==> src/rtl/ss_stack.sv <==
// rtl/ss_stack.sv - eForth1 data-stack responder, TOS cached; SS_STACK_GUARD_EN adds sticky ovf/udf flags
module ss_stack #(
    parameter int DSZ   = 8,
    parameter int DEPTH = 16,
    parameter int SSZ   = $clog2(DEPTH + 1)
) (
    input  logic           clk,
    input  logic           rst,
    input  logic [1:0]     op,
    input  logic [DSZ-1:0] vi,
    input  logic           clr,
    output logic [DSZ-1:0] tos,
    output logic [DSZ-1:0] nos,
    output logic [SSZ-1:0] sp,
    output logic           empty,
    output logic           full,
    output logic           ovf,
    output logic           udf
);

    localparam logic [1:0] OP_NOP  = 2'b00;
    localparam logic [1:0] OP_PUSH = 2'b01;
    localparam logic [1:0] OP_POP  = 2'b10;
    localparam logic [1:0] OP_RPL  = 2'b11;
    localparam int AW = (DEPTH > 2) ? $clog2(DEPTH - 1) : 1;

    logic [DSZ-1:0] arr [DEPTH-1];
    logic [DSZ-1:0] tos_r, tos_nxt;
    logic [SSZ-1:0] sp_r, sp_nxt;
    logic [SSZ-1:0] spm1, spm2;
    logic           wr_en;

    assign spm1  = sp_r - SSZ'(1);
    assign spm2  = sp_r - SSZ'(2);
    assign empty = (sp_r == '0);
    assign full  = (sp_r == SSZ'(DEPTH));
    assign sp    = sp_r;
    assign tos   = tos_r;
    // Cells above sp are stale; only expose the array once it holds a real NOS.
    assign nos   = (sp_r >= SSZ'(2)) ? arr[spm2[AW-1:0]] : '0;

    always_comb begin
        sp_nxt  = sp_r;
        tos_nxt = tos_r;
        wr_en   = 1'b0;
        case (op)
            OP_NOP: ;
            OP_PUSH: begin
                if (!full) begin
                    wr_en   = !empty;
                    tos_nxt = vi;
                    sp_nxt  = sp_r + SSZ'(1);
                end
            end
            OP_POP: begin
                if (!empty) begin
                    tos_nxt = nos;
                    sp_nxt  = spm1;
                end
            end
            OP_RPL: begin
                tos_nxt = vi;
                if (empty) sp_nxt = SSZ'(1);
            end
        endcase
    end

    always_ff @(posedge clk) begin
        if (rst) begin
            sp_r  <= '0;
            tos_r <= '0;
        end else begin
            sp_r  <= sp_nxt;
            tos_r <= tos_nxt;
        end
    end

    always_ff @(posedge clk) begin
        if (!rst && wr_en) arr[spm1[AW-1:0]] <= tos_r;
    end

`ifdef SS_STACK_GUARD_EN
    logic ovf_r, udf_r;

    // A fresh violation outranks clr arriving in the same cycle.
    always_ff @(posedge clk) begin
        if (rst) begin
            ovf_r <= 1'b0;
            udf_r <= 1'b0;
        end else begin
            if (op == OP_PUSH && full) ovf_r <= 1'b1;
            else if (clr)              ovf_r <= 1'b0;
            if (op == OP_POP && empty) udf_r <= 1'b1;
            else if (clr)              udf_r <= 1'b0;
        end
    end

    assign ovf = ovf_r;
    assign udf = udf_r;
`else
    logic unused_clr;
    assign unused_clr = clr;
    assign ovf = 1'b0;
    assign udf = 1'b0;
`endif

endmodule

==> config.mk <==
export PLATFORM = sky130hd
export DESIGN_NAME = ss_stack
export DESIGN_NICKNAME = d
export VERILOG_FILES = /design/src/rtl/ss_stack.sv
export SDC_FILE = /design/constraint.sdc
export NUM_CORES = 1
export LEC_CHECK = 0
export ABC_AREA = 1
export BUFFER_PORTS_ARGS = -buffer_cell sky130_fd_sc_hd__buf_2
export CORE_MARGIN = 4
export CORE_UTILIZATION = 25
export CTS_BUF_LIST = sky130_fd_sc_hd__clkbuf_8
export DETAILED_ROUTE_END_ITERATION = 16
export HOLD_SLACK_MARGIN = 0.05
export PLACE_DENSITY_LB_ADDON = 0.1
export SETUP_SLACK_MARGIN = 0.2
export SLEW_MARGIN = 10
export SYNTH_ARGS = -nofsm -noshare
export SYNTH_HDL_FRONTEND = slang
export SYNTH_SLANG_ARGS = --single-unit
==> constraint.sdc <==
create_clock -name clk -period 4.85 [get_ports clk]
set_clock_uncertainty 0.2 [all_clocks]
set_input_delay 0.97 -clock clk [delete_from_list [all_inputs] [get_ports clk]]
set_output_delay 0.97 -clock clk [all_outputs]
set_load 0.01 [all_outputs]
==> flow_metrics.py, run 1 <==
metrics = {
    "outcome": {
        "status": "completed",
    },
    "place": {
        "hpwl_um": 11300,
        "io_buffers": 34,
        "routabilityCongestion": 0.766,
        "place_ws_ps": 940,
    },
    "logic_synthesis": {
        "synth_xor_xnor_area_share": 0.00428,
        "yosysTopAreaCell": "edfxtp_1",
        "synth-compound-area-share": 0.0402,
        "synthDistinctLibCells": 27,
        "synthTopCellsByCount": "nand2_1 (152), edfxtp_1 (120), nand3_1 (113)",
        "synth_fa_ha_area_frac": 0.0183,
        "ys_top_cells_by_area": "edfxtp_1 (59%), nand2_1 (9.3%), nand3_1 (9.2%)",
        "synth-seq-area-share": 0.629,
        "ys_ff_latch": 133,
        "synth_area_sq_um": 6140,
        "netlist.area_leader.share": 0.587,
        "synth_top_family_by_area": "simple AND/OR/NAND/NOR gates",
        "yosysWarnings": 0,
        "ys.flop_type": "edfxtp_1",
        "synth-simple-area-share": 0.212,
        "synth.most_common_cell": "nand2_1",
        "syn_area_per_cell_sq_um": 9.65,
        "syn_inst": 636,
        "synth_mux_area_frac": 0,
        "synth_edf_count": 120,
        "async_flop_share": 0,
    },
    "clock_tree": {
        "numCtsBuffers": 17,
        "cts_setup_buffers": 0,
        "clock-root-buffer": "clkbuf_8",
        "cts_tree": "yes",
        "cts_num_sinks": 133,
        "worstSkewPairLatency_ps": 440,
        "clk_pin_slew_ps": 80,
        "cts_resized": 0,
        "cts_max_path_buffers": 2,
        "htree_levels": 4,
        "ctsHoldBuffers": 0,
    },
    "route": {
        "vias": 4303,
        "wire_per_inst_um": 17.3,
        "first_pass_iters": 4,
        "wl_um": 17500,
        "via_per_inst": 4.26,
        "drc_errors": 0,
        "ant_nets": 0,
        "drt-initial-drc-count": 290,
    },
    "timing": {
        "setup-violations-final": 0,
        "timing_hold_violations_final": 0,
        "drv_slew": 0,
        "worst_slew_pin_slew_ps": 874,
        "finalCriticalPeriod_ps": 4330,
        "setup_ws_ps": 522,
        "min_period_over_period": 0.892,
        "max_slew_margin": 0.415,
        "holdWs_ps": 467,
        "max_freq_ghz": 0.231,
        "rsz0062_at_grt": "no",
        "fin_tns_setup_ps": 0,
    },
    "die": {
        "die_area_sq_um": 27100,
        "ios": 38,
        "die-width_um": 165,
        "start_util": 0.253,
        "dieHeight_um": 165,
        "std_cell_rows": 57,
        "coreArea_sq_um": 24200,
    },
    "hold_path": {
        "hold_path.class": "flop to flop",
    },
    "power_and_ir_drop": {
        "leakagePower_nw": 3.00,
        "irDropWorstVdd_uv": 167,
        "powerDensity_nw_per_um2": 464,
        "total_power_mw": 3.26,
    },
    "global_route": {
        "grt_usage": 0.136,
        "grt_pass1_vias": 4290,
        "gr-total-overflow": 0,
        "grt_pass1_wl_um": 27000,
        "antenna_found_initial": 0,
        "grt_max_degree": 69,
    },
    "critical_path": {
        "critPathKind": "flop to output port",
        "cp.arrival_ps": 3160,
        "cp-end-kind": "output port",
        "critical_path_required_ps": 3680,
        "cp_max_fo": 17,
        "worstSetupStartpointType": "flop",
    },
    "cells_and_area": {
        "num-nets-final": 696,
        "drive_gt1_frac": 0.138,
        "syn2layout_area_growth_pct": 14.5,
        "final_util": 0.290,
        "num_antenna_cells": 0,
    },
    "flow_run": {
        "maxCapViolations": 0,
    },
}
critical path: stages, from the launching register on:
cell and delay (ps):
dfxtp_1 500, inv_1 150, ha_1 780, inv_1 460, nand3_1 220, nand3_1 150, a21oi_1 260, buf_2 180
state kept, by name, summed over array words and instances, names as in the netlist:
register,cells
tos,8
sp,5
arr,120
cells by family after synthesis:
kind of cell | count (synthesis)
adders and majority gates | 9
AOI/OAI and AO/OA | 49
xor gates and xnor gates | 3
DFF | 133
other | 1
buffers and inverters | 145
and+or+nand+nor | 296
metal layers:
layer	wire (um)	vias to the layer above	GRT usage
met5	0	-	0
met4	417	0	0.0469
met3	477	18	0.0285
met2	7940	88	0.210
met1	8640	2051	0.190
li1	-	2146	-
worst paths after layout:
kind	start	end	slack, ps	depth (start not counted)
min reg2reg	sp[3]$_SDFFE_PP0P_	sp[3]$_SDFFE_PP0P_	470	2
max reg2reg	sp[1]$_SDFFE_PP0P_	arr[9][6]$_DFFE_PP_	1780	8
min	sp[3]$_SDFFE_PP0P_	sp[3]$_SDFFE_PP0P_	470	2
max	sp[2]$_SDFFE_PP0P_	nos[7]	520	7
cell usage in the layout, fill, tap and decap left out:
master and instances:
dfxtp_2 1, nor4_2 1, dfxtp_1 12, nor2_1 17, ha_1 9, o21ai_0 12, nand3_1 113, edfxtp_1 120
nand2_4 2, a21oi_1 30, conb_1 2, buf_2 34, nor2_2 2, or2_1 1, inv_2 5, nand2_1 152
bufinv_16 1, inv_1 113, nand2_2 3, or2_2 5, inv_6 1, o21ai_1 6, o22ai_1 1, buf_4 10
xnor2_1 1, inv_4 3, clkinv_1 1, clkinv_2 5, clkinvlp_4 1, xor2_1 2, clkinv_4 2, clkbuf_8 19
metrics by stage:
step                cells  instance area (sq um)
finish               1011                   7030
floorplan             637                   6140
global placement      979                   6660
detailed placement    979                   6660
CTS                  1011                   7030
global route         1011                   7030
report_power, final:
group | leakage, nW | switching, mW | internal [mW]
sequential | 1.21 | 0.0473 | 1.33
combinational | 1.60 | 0.730 | 0.278
clock | 0.198 | 0.441 | 0.430
layout make-up:
| type | count | area (sq um) |
|---|---|---|
| clock buffers | 19 | 262 |
| clock inverters | 13 | 106 |
| fillers | 2606 | 17200 |
| inverters | 119 | 448 |
| multi-input cells | 359 | 1700 |
| flip-flops and latches | 133 | 3860 |
| well taps | 324 | 405 |
| repair buffers | 44 | 245 |
No activity file was read; power rests on OpenSTA's default activity.
==> run 2: changes to the inputs <==
--- a/config.mk
+++ b/config.mk
@@ -5,7 +5,7 @@
 export SDC_FILE = /design/constraint.sdc
 export NUM_CORES = 1
 export LEC_CHECK = 0
-export ABC_AREA = 1
+export ABC_AREA = 0
 export BUFFER_PORTS_ARGS = -buffer_cell sky130_fd_sc_hd__buf_2
 export CORE_MARGIN = 4
 export CORE_UTILIZATION = 25
==> run 2 against run 1 <==
  * Clock power increased by 0.5%
  * Worst hold slack improved by 1.2 ps
  * Critical endpoint is now nos[2]
  * Sequential share of layout area increased by 1.7 points
==> flow_metrics.py, run 2 <==
metrics = {
    "outcome": {
        "status": "completed",
    },
    "place": {
        "routabilityCongestion": 0.743,
        "hpwl_um": 10500,
        "placed_cells": 707,
        "io_buffers": 34,
    },
    "timing": {
        "setup-violations-final": 0,
        "holdWs_ps": 468,
        "rsz0062_at_grt": "no",
        "worst_slew_pin_slew_ps": 907,
        "max_freq_ghz": 0.232,
        "finalCriticalPeriod_ps": 4310,
        "timing_hold_violations_final": 0,
        "drv_slew": 0,
        "max_slew_margin": 0.395,
        "fin_tns_setup_ps": 0,
        "min_period_over_period": 0.889,
    },
    "cells_and_area": {
        "final_common_cell": "edfxtp_1",
        "largest_reg_flops": 120,
        "drive_gt1_frac": 0.319,
        "n_fill_cell": 2291,
        "final_cell_mix": "edfxtp_1 (120), nor2_1 (38), buf_2 (34), mux4_2 (24), buf_4 (23)",
        "num-nets-final": 435,
        "final_cells": 740,
        "syn2layout_area_growth_pct": 16.9,
    },
    "route": {
        "drc_errors": 0,
        "wire_per_inst_um": 21.7,
        "vias": 3323,
        "wl_um": 16000,
        "via_per_inst": 4.49,
        "drt-initial-drc-count": 220,
        "first_pass_iters": 4,
        "ant_nets": 0,
    },
    "power_and_ir_drop": {
        "leakagePower_nw": 2.31,
        "clkPwrFrac": 0.213,
        "powerDensity_nw_per_um2": 604,
        "irDropWorstVdd_uv": 203,
        "p_sw_mw": 1.58,
        "switching_share": 0.383,
        "p_comb_frac": 0.427,
        "p_int_mw": 2.54,
        "p_seq_frac": 0.360,
    },
    "critical_path": {
        "r2r_start": "sp[1]$_SDFFE_PP0P_",
        "cp.arrival_ps": 3140,
        "cp-end-kind": "output port",
        "worstSetupStartpointType": "flop",
        "critPathKind": "flop to output port",
        "startpoint": "sp[2]$_SDFFE_PP0P_",
        "critical_path_required_ps": 3680,
        "cp_max_fo": 14,
    },
    "clock_tree": {
        "cts_resized": 0,
        "clk_pin_slew_ps": 80,
        "cts_setup_buffers": 0,
        "cts_num_sinks": 133,
        "numCtsBuffers": 17,
        "htree_levels": 4,
        "worstSkewPairLatency_ps": 430,
        "clock-root-buffer": "clkbuf_8",
        "ctsHoldBuffers": 0,
        "cts_max_path_buffers": 2,
        "cts_tree": "yes",
    },
    "flow_run": {
        "maxCapViolations": 0,
    },
    "logic_synthesis": {
        "synth_area_sq_um": 5830,
        "synthDistinctLibCells": 46,
        "async_flop_share": 0,
        "yosysWarnings": 0,
        "ys_ff_latch": 133,
        "yosysTopAreaCell": "edfxtp_1",
        "netlist.area_leader.share": 0.618,
        "synth_edf_count": 120,
        "syn_inst": 356,
        "syn_area_per_cell_sq_um": 16.4,
        "ys_top_cells_by_area": "edfxtp_1 (62%), mux4_2 (9.3%), dfxtp_1 (4.5%)",
        "synth-seq-area-share": 0.663,
        "synthTopCellsByCount": "edfxtp_1 (120), nor2_1 (38), mux4_2 (24)",
        "ys.flop_type": "edfxtp_1",
        "synth.most_common_cell": "edfxtp_1",
    },
    "die": {
        "std_cell_rows": 55,
        "coreArea_sq_um": 22800,
        "die_area_sq_um": 25800,
        "ios": 38,
        "dieHeight_um": 161,
        "start_util": 0.256,
        "die-width_um": 161,
    },
    "global_route": {
        "antenna_found_initial": 0,
        "grt_usage": 0.127,
        "grt_pass1_vias": 3348,
        "grt_pass1_wl_um": 23600,
        "gr-total-overflow": 0,
        "grt_max_degree": 27,
    },
    "hold_path": {
        "holdCritStartpoint": "tos[2]$_SDFFE_PP0P_",
        "hold_path.class": "flop to flop",
    },
}
## run 2: changes by cell type after synthesis, moves of 7 or more
cell and change:
nand2_1 -133, mux4_2 +24, a211oi_1 +9, o211ai_1 +8, a21oi_1 -19, inv_1 -108
a221oi_2 +7, buf_2 -15, nor2_1 +21, mux2_2 +7, mux2i_1 +13, nand3_1 -112
o21ai_0 -12
## run 2: layout make-up
type | instances | area [sq um] | area share
Antenna cell | 1 | 2.50 | 0.000367
Clock buffer | 18 | 248 | 0.0363
Clock inverter | 14 | 124 | 0.0182
Inverter | 5 | 18.8 | 0.00275
Multi-Input combinational cell | 198 | 1810 | 0.265
Sequential cell | 133 | 3860 | 0.567
Tap cell | 313 | 392 | 0.0574
Timing Repair Buffer | 58 | 363 | 0.0532
## run 2: cells by family (layout without fill, tap and decap cells)
group / count (synthesis) / count (layout) / share of synthesized area
xor+xnor: 6 / 6 / 0.0122
buf+inv: 26 / 95 / 0.0281
other cells: 1 / 3 / 0.000643
flops: 133 / 133 / 0.663
fa+ha+maj: 9 / 9 / 0.0193
compound gates: 66 / 66 / 0.0957
simple gates: 71 / 71 / 0.0530
mux: 44 / 44 / 0.129
## run 2: worst max-delay path, stage by stage (launching register included)
cell,delay (ps)
dfxtp_1,580
inv_2,150
ha_1,300
xnor2_4,490
buf_12,240
mux2_2,350
o21ai_1,330
nor2_1,90
buf_2,180
## run 2: worst paths after layout
kind / slack, ps / end / depth (start not counted)
hold / removal: 470 / arr[7][2]$_DFFE_PP_ / 1
setup reg to reg: 1580 / arr[2][4]$_DFFE_PP_ / 7
hold reg to reg: 470 / arr[7][2]$_DFFE_PP_ / 1
setup / recovery: 540 / nos[2] / 8
## run 2: per-stage QoR
stage | total power, mW | util | instance area (sq um) | worst slack, ps
after global routing | 4.38 | 0.299 | 6820 | 340
after detailed placement | 3.31 | 0.283 | 6450 | 1000
final | 4.12 | 0.299 | 6820 | 541
after floorplan | 2.68 | - | 5840 | 1130
after global placement | 3.30 | 0.283 | 6450 | 1010
after CTS | 4.20 | 0.299 | 6820 | 481
## run 2: metal layers
metal	GRT usage	part of all wire	vias to the layer above
li1	-	-	1516
met4	0.0326	0.011	0
met2	0.196	0.47	65
met5	0	0	-
met3	0.0328	0.044	11
met1	0.179	0.48	1731
## run 2: power by group through the flow
| stage | logic (mW) | clock network [mW] | registers, mW |
|---|---|---|---|
| finish | 1.76 | 0.876 | 1.48 |
| global route | 1.91 | 0.969 | 1.50 |
| CTS | 1.80 | 0.908 | 1.49 |
| detailed placement | 1.79 | 0 | 1.52 |
| global placement | 1.79 | 0 | 1.51 |
| floorplan | 1.17 | 0 | 1.51 |
